==> src/rtl/axi_lite_rd_arbiter.sv <==
// Two-master (IFU, LSU) to one-slave arbiter for the AXI-lite read channel.
// One outstanding transaction; the response is routed back to the granted owner.
module axi_lite_rd_arbiter #(
    parameter int ADDR_W  = 64,
    parameter int DATA_W  = 64,
    parameter bit RR_MODE = 1'b1
) (
    input  logic              clk,
    input  logic              rst,
    input  logic              ifu_arvalid,
    input  logic [ADDR_W-1:0] ifu_araddr,
    output logic              ifu_arready,
    output logic              ifu_rvalid,
    output logic [DATA_W-1:0] ifu_rdata,
    output logic [1:0]        ifu_rresp,
    input  logic              ifu_rready,
    input  logic              lsu_arvalid,
    input  logic [ADDR_W-1:0] lsu_araddr,
    output logic              lsu_arready,
    output logic              lsu_rvalid,
    output logic [DATA_W-1:0] lsu_rdata,
    output logic [1:0]        lsu_rresp,
    input  logic              lsu_rready,
    output logic              s_arvalid,
    output logic [ADDR_W-1:0] s_araddr,
    input  logic              s_arready,
    input  logic              s_rvalid,
    input  logic [DATA_W-1:0] s_rdata,
    input  logic [1:0]        s_rresp,
    output logic              s_rready,
    output logic              arb_busy,
    output logic              arb_owner
);

    typedef enum logic [1:0] {
        IDLE = 2'd0,
        ADDR = 2'd1,
        RESP = 2'd2
    } state_t;

    state_t            state_q, state_d;
    logic              owner_q, owner_d;
    logic [ADDR_W-1:0] addr_q, addr_d;
    logic              rr_last_q, rr_last_d;
    logic              pick_lsu;
    logic              owner_rready;

    assign owner_rready = owner_q ? lsu_rready : ifu_rready;

    // Winner on a tie: LSU in fixed mode, otherwise whoever was not served last.
    always_comb begin
        pick_lsu = lsu_arvalid;
        if (ifu_arvalid && lsu_arvalid) begin
            pick_lsu = RR_MODE ? !rr_last_q : 1'b1;
        end
    end

    // State register: FSM state, owner, latched address, last-served master.
    always_ff @(posedge clk) begin
        if (rst) begin
            state_q   <= IDLE;
            owner_q   <= 1'b0;
            addr_q    <= '0;
            rr_last_q <= 1'b1;
        end else begin
            state_q   <= state_d;
            owner_q   <= owner_d;
            addr_q    <= addr_d;
            rr_last_q <= rr_last_d;
        end
    end

    // Next state: grant in IDLE, wait for address handshake, then data handshake.
    always_comb begin
        state_d   = state_q;
        owner_d   = owner_q;
        addr_d    = addr_q;
        rr_last_d = rr_last_q;
        unique case (state_q)
            IDLE: begin
                if (ifu_arvalid || lsu_arvalid) begin
                    owner_d = pick_lsu;
                    addr_d  = pick_lsu ? lsu_araddr : ifu_araddr;
                    state_d = ADDR;
                end
            end
            ADDR: begin
                if (s_arready) begin
                    state_d = RESP;
                end
            end
            RESP: begin
                if (s_rvalid && owner_rready) begin
                    rr_last_d = owner_q;
                    state_d   = IDLE;
                end
            end
            default: state_d = IDLE;
        endcase
    end

    // Outputs: steer slave handshakes to the owner only; all zero while in reset.
    always_comb begin
        ifu_arready = 1'b0;
        ifu_rvalid  = 1'b0;
        ifu_rdata   = '0;
        ifu_rresp   = 2'b00;
        lsu_arready = 1'b0;
        lsu_rvalid  = 1'b0;
        lsu_rdata   = '0;
        lsu_rresp   = 2'b00;
        s_arvalid   = 1'b0;
        s_araddr    = '0;
        s_rready    = 1'b0;
        arb_busy    = 1'b0;
        arb_owner   = 1'b0;
        if (!rst) begin
            arb_busy  = (state_q != IDLE);
            arb_owner = owner_q;
            unique case (state_q)
                ADDR: begin
                    s_arvalid = 1'b1;
                    s_araddr  = addr_q;
                    if (owner_q) begin
                        lsu_arready = s_arready;
                    end else begin
                        ifu_arready = s_arready;
                    end
                end
                RESP: begin
                    s_rready = owner_rready;
                    if (owner_q) begin
                        lsu_rvalid = s_rvalid;
                        lsu_rdata  = s_rdata;
                        lsu_rresp  = s_rresp;
                    end else begin
                        ifu_rvalid = s_rvalid;
                        ifu_rdata  = s_rdata;
                        ifu_rresp  = s_rresp;
                    end
                end
                default: ;
            endcase
        end
    end

endmodule

==> config.mk <==
export PLATFORM = sky130hd
export DESIGN_NAME = axi_lite_rd_arbiter
export DESIGN_NICKNAME = d
export VERILOG_FILES = /design/src/rtl/axi_lite_rd_arbiter.sv
export SDC_FILE = /design/constraint.sdc
export NUM_CORES = 1
export LEC_CHECK = 0
export BUFFER_PORTS_ARGS = -buffer_cell sky130_fd_sc_hd__buf_2
export CORE_AREA = 2 2 158 160
export CTS_CLUSTER_SIZE = 16
export DETAILED_ROUTE_END_ITERATION = 10
export DIE_AREA = 0 0 160 162
export PLACE_DENSITY = 0.51
export SYNTH_ARGS = -nofsm -noshare
export SYNTH_HDL_FRONTEND = slang
export SYNTH_SLANG_ARGS = --single-unit
==> constraint.sdc <==
create_clock -name clk -period 2.1 [get_ports clk]
set_clock_uncertainty 0.1 [all_clocks]
set_input_delay 0.315 -clock clk [delete_from_list [all_inputs] [get_ports clk]]
set_output_delay 0.315 -clock clk [all_outputs]
set_load 0.01 [all_outputs]
==> key figures, run 1 <==
Status
  – Run status: complete, no violations

Worst setup path
  – Worst path bufs/invs: 4
  – Worst R2R Setup Slack: 450 ps
  – CP Data Required Time: 1680 ps
  – Crit-path cells: nand2b_4, buf_6, nor2_4, buf_12, clkbuf_16, and2_4, buf_6
  – CP dominant cell by count: buf_6
  – Register-to-Register Path Depth: 4
  – CP delay by family, top: buffers and inverters
  – Critical path class: reg2out
  – Worst r2r src: rr_last_q
  – R2r endpoint: addr_q[3]
  – Critical Path Source Type: flop
  – Worst Setup SP: state_q[0]
  – CP max stage cell: dfxtp_4
  – Crit path capture: lsu_rdata[5]
  – Critical path arrival: 1670 ps
  – Crit path depth: 7
  – Crit path capture type: output pin
  – Max stage delay on crit path: 360 ps
  – CP Max Fanout: 8

Yosys
  – Seq/Total Area, Yosys: 0.279
  – Yosys warns: 0
  – Synth Instances: 620
  – Register bit total from synthesis: 68
  – Post-Syn Nets: 822
  – Mean Syn Cell Area: 7.88 um2
  – Synth cell types: 31
  – Syn Std Cell Area: 4880 um2

Clock tree
  – Hold bufs inserted after CTS: 0
  – CTS Buffer Depth: 2
  – Clock tree from TritonCTS: done
  – Worst-Skew Late Latency: 330 ps
  – CTS Root Cell: clkbuf_16
  – # clock sinks: 68
  – Max H-tree Level: 3
  – CTS Buf Count: 9
  – Clk slew on worst S/H paths: 60 ps

Placement
  – PortBufs: 405
  – DP Area: 7230 um2
  – Post-DP HPWL: 18600 um
  – Gpl congestion: 0.941

Layout
  – Cell area after layout: 8120 um2
  – Commonest non-fill, non-tap cell in the layout: buf_2
  – Ratio of cells with drive above 1 in the final layout: 0.550
  – Area grow syn2layout: 66.3%
  – Final Net Count: 1206
  – Commonest non-fill, non-tap cells in the layout: 379 x buf_2, 168 x and2_1, 131 x nand2_1

Timing
  – Relative slew slack: 0.619
  – Period utilization: 0.995
  – Fmax: 479 MHz
  – Final hold vios: 0
  – Actual slew at the worst max-slew pin: 572 ps
  – RSZ-0062 raised after global routing: true
  – Fin Setup TNS: 0 ps
  – Final count of pins violating max slew: 0
  – Endpoints failing setup: 0
  – Final Critical Period: 2090 ps
  – Hold slack: 83.4 ps

Route
  – DRT iter0 DRCs: 270
  – Number of nets with antenna violations after routing: 0
  – Vias post-DR: 5950
  – DRC violations left: 0
  – DR WL/cell: 19.3 um
  – Drt via density: 4.45
  – Drt first pass iters: 4
  – Routed WL: 25800 um

Floorplan
  – Die Area: 25900 um2
  – Ports: 406
  – Die X: 160 um
  – Initial core utilization: 0.203
  – Core Region: 24100 um2
  – Row count: 57
  – Die Y-Extent: 162 um

Power and ir drop
  – Maximum vdd drop: 0.336 mV
  – Pwr/cell area: 580 nW/um2
  – Pleak: 0.00413 uW

Global routing
  – Gr ovfl total: 0
  – Vias in the first global route: 5583
  – Initial antenna violation count: 13
  – First-pass GRT wire length: 34700 um
  – Largest net degree at the start of global routing: 67
  – GRT Total Usage: 0.177

Min path
  – Hold path cells: 2
  – Worst min-delay path category: in2reg

Job
  – Number of max-cap violations: 0
cells by family after synthesis:
group,synth area share
flops,0.279
buf+inv,0.0733
simple gates,0.376
mux,0.00205
compound gates,0.270
worst reg2reg max path, cell delays in order, from the launching register on:
cell and delay [ps]:
dfxtp_1 400, a21boi_4 170, buf_4 420, nand2_1 190, a311oi_2 290
layer usage:
metal,vias to the layer above,global-route usage,routed length [um]
met3,48,0.0421,1670
met2,283,0.326,13500
met1,2750,0.201,9710
li1,2865,-,-
met5,-,0,32
met4,4,0.0598,858
final cells by class:
class	instances	area [um2]
repair buffers	439	2700
multi-input cells	483	3270
well taps	324	405
clock buffers	12	256
flip-flops and latches	68	1370
inverters	3	11.3
fillers	2664	16000
clock inverters	4	95.1
diodes	4	10.0
per-stage QoR:
| step | util | power, uW | std cells | setup WS, ps |
|---|---|---|---|---|
| after floorplan | - | 2380 | 620 | 469 |
| after global placement | 0.300 | 2890 | 1302 | 294 |
| after detailed placement | 0.300 | 2900 | 1302 | 257 |
| after CTS | 0.318 | 4760 | 1323 | 18.4 |
| after global routing | 0.337 | 4970 | 1334 | -47.7 |
| final | 0.337 | 4710 | 1337 | 10.4 |
cells in the mapped netlist:
cell,n,area share
and2_1,197,0.25
nand2_1,131,0.10
dfxtp_1,68,0.28
a21oi_1,67,0.069
a311oi_2,60,0.18
clkbuf_1,25,0.019
buf_2,23,0.024
clkbuf_2,8,0.0082
buf_6,7,0.016
a311oi_1,4,0.0072
inv_1,3,0.0023
nor2_1,3,0.0023
nor3_1,3,0.0031
a21bo_2,2,0.0041
buf_4,2,0.0031
o21ai_0,2,0.0020
a21boi_2,1,0.0023
buf_1,1,0.00077
mux2i_1,1,0.0020
nand2b_1,1,0.0013
nand2b_2,1,0.0018
nand3_1,1,0.0010
nand3b_1,1,0.0015
nand4_1,1,0.0013
nor2_4,1,0.0023
nor2b_1,1,0.0013
nor3_2,1,0.0020
nor3b_2,1,0.0026
nor4_1,1,0.0013
o22ai_1,1,0.0013
or2_0,1,0.0013
repair_timing:
| item | CTS | global route |
|---|---|---|
| setup endpoints to repair | 131 | 116 |
| setup buffers | 4 | 1 |
| pin swaps | 1 | 12 |
| cloned | 1 | 9 |
| resized for setup | 7 | 58 |
registers in the layout (all words and copies together), names as in the netlist:
name       count
owner_q        1
addr_q        64
rr_last_q      1
state_q        2
how the worst min path moves through the flow:
stage | start | endpoint | slack (ps)
floorplan | s_arready | state_q[0] | 330
global placement | addr_q[15] | addr_q[15] | 410
detailed placement | addr_q[15] | addr_q[15] | 410
CTS | s_arready | state_q[0] | 70
global route | s_arready | state_q[0] | 70
finish | s_arready | state_q[0] | 80
where the power goes:
part,internal [uW],switching (uW),leakage [uW]
registers,1470,84.0,0.000567
clock network,1220,595,0.000173
logic,593,744,0.00339
total,3290,1420,0.00413
No activity file was read; power rests on OpenSTA's default activity.
==> run 2: changes to the inputs <==
PLACE_DENSITY = not set   (was 0.51)
==> key figures, run 2 (synthesis gave the netlist of run 1 again) <==
Clock tree
  – Clk slew on worst S/H paths: 50 ps
  – Worst-Skew Late Latency: 330 ps
  – # clock sinks: 68
  – CTS Buffer Depth: 2
  – Max H-tree Level: 3
  – CTS Buf Count: 9
  – Clock tree from TritonCTS: done
  – CTS Root Cell: clkbuf_16

Route
  – Vias post-DR: 5935
  – Drt first pass iters: 4
  – DRC violations left: 0
  – Number of nets with antenna violations after routing: 0
  – DR WL/cell: 19.2 um
  – Routed WL: 25500 um
  – DRT iter0 DRCs: 241
  – Drt via density: 4.47

Layout
  – Commonest non-fill, non-tap cells in the layout: 403 x buf_2, 195 x and2_1, 131 x nand2_1
  – Largest register by flop count: addr_q
  – Area grow syn2layout: 57.7%
  – Ratio of cells with drive above 1 in the final layout: 0.518
  – Commonest non-fill, non-tap cell in the layout: buf_2
  – # fillers: 2681
  – Max reg flops: 64
  – Final Net Count: 1197
  – Leading registers by flop count: addr_q (64), state_q (2)

Min path
  – Hold Path Sink: state_q[0]
  – Worst min-delay path category: in2reg
  – Hold path cells: 2
  – HP Start: s_arready

Worst setup path
  – Worst r2r src: state_q[0]
  – Crit path depth: 6
  – Worst path bufs/invs: 3
  – Crit path capture type: output pin
  – CP Max Fanout: 33
  – Critical Path Source Type: flop
  – R2r endpoint: addr_q[47]
  – Register-to-Register Path Depth: 5
  – Crit-path cells: nand2b_2, nor3_4, buf_4, buf_12, and2_1, buf_2
  – Critical path arrival: 1640 ps
  – CP delay by family, top: simple AND/OR/NAND/NOR gates
  – Critical path class: reg2out
  – Max stage delay on crit path: 300 ps
  – CP Data Required Time: 1680 ps
  – Worst R2R Setup Slack: 440 ps
  – CP max stage cell: dfxtp_1

Global routing
  – M1 GR Usage: 0.213
  – Initial antenna violation count: 14
  – Routing usage on met2: 0.327
  – GRT Total Usage: 0.185
  – Gr ovfl total: 0
  – GR Layer Usage met3: 0.0457
  – Busiest grt layer: met2
  – First-pass GRT wire length: 35800 um
  – Vias in the first global route: 5681
  – Largest net degree at the start of global routing: 67

Power and ir drop
  – Pwr/cell area: 600 nW/um2
  – Maximum vdd drop: 0.393 mV
  – Pleak: 0.00400 uW

Timing
  – Final Critical Period: 2060 ps
  – Fin Setup TNS: 0 ps
  – Relative slew slack: 0.577
  – Actual slew at the worst max-slew pin: 634 ps
  – Hold slack: 135 ps
  – Endpoints failing setup: 0
  – Fmax: 486 MHz
  – RSZ-0062 raised after global routing: true
  – Final hold vios: 0
  – Period utilization: 0.980
  – Final count of pins violating max slew: 0

Floorplan
  – Core Region: 24100 um2
  – Die Y-Extent: 162 um
  – Row count: 57
  – Ports: 406
  – Initial core utilization: 0.203
  – Die X: 160 um
  – Die Area: 25900 um2

Status
  – Run status: complete, no violations

Placement
  – Gpl congestion: 0.936
  – Post-DP HPWL: 20000 um
  – PortBufs: 405

Job
  – Number of max-cap violations: 0
==> run 2: changes by cell type in the layout (fill, tap and decap cells not counted), sizes merged <==
| cell | before | now |
|---|---|---|
| inv | 3 | 4 |
| buf | 433 | 428 |
| clkbuf | 18 | 13 |
| clkinv | 1 | 2 |
| bufinv | 3 | 2 |
==> run 2: repair_timing <==
action,CTS,global route
setup endpoints to repair,155,98
gates cloned,0,2
hold buffers,0,0
gates resized for setup,2,6
setup buffers,0,3
pin swaps,0,0
==> run 2: where the power goes <==
| group | leakage [uW] | switching (uW) | internal [uW] | total, uW |
|---|---|---|---|---|
| Sequential | 0.000565 | 78.0 | 1470 | 1550 |
| Clock | 0.000166 | 610 | 1110 | 1720 |
| Combinational | 0.00327 | 758 | 596 | 1350 |
| Total | 0.00400 | 1450 | 3170 | 4620 |
==> run 2: worst max-delay path by stage <==
stage / end / startpoint
after floorplan: ifu_rdata[23] / state_q[0]
after global placement: s_araddr[31] / rst
after detailed placement: s_araddr[21] / rst
after CTS: s_araddr[21] / state_q[0]
after global routing: s_araddr[21] / state_q[0]
final: ifu_rdata[10] / state_q[0]
==> run 2: area by class of cell <==
cell class	instances	area (um2)	area share
clock inverters	5	82.6	0.0107
flip-flops and latches	68	1370	0.177
well taps	324	405	0.0526
multi-input cells	483	3200	0.415
inverters	3	11.3	0.00146
diodes	4	10.0	0.00130
clock buffers	11	253	0.0328
repair buffers	430	2380	0.309
==> run 2: layer usage <==
layer  vias up  wire [um]
met4         2        954
met3        52       1910
met2       295      12400
met1      2742      10200
met5         -         11
li1       2844          -
==> run 2: worst reg2reg max path, stage by stage (launching register included) <==
cell and delay [ps]:
dfxtp_1 300, buf_4 150, nor2_4 140, and2_4 190
buf_4 420, a311oi_2 230
==> run 2: stage by stage <==
stage          instances  cell area [um2]  power [uW]   util  setup WS [ps]
2_1_floorplan        620             4880        2380      -            469
5_1_grt             1327             7700        4850  0.320          -51.4
4_1_cts             1319             7590        4660  0.315           32.3
6_report            1328             7700        4620  0.320           42.6
3_3_place_gp        1303             7250        2890  0.301            287
3_5_place_dp        1303             7250        2910  0.301            297
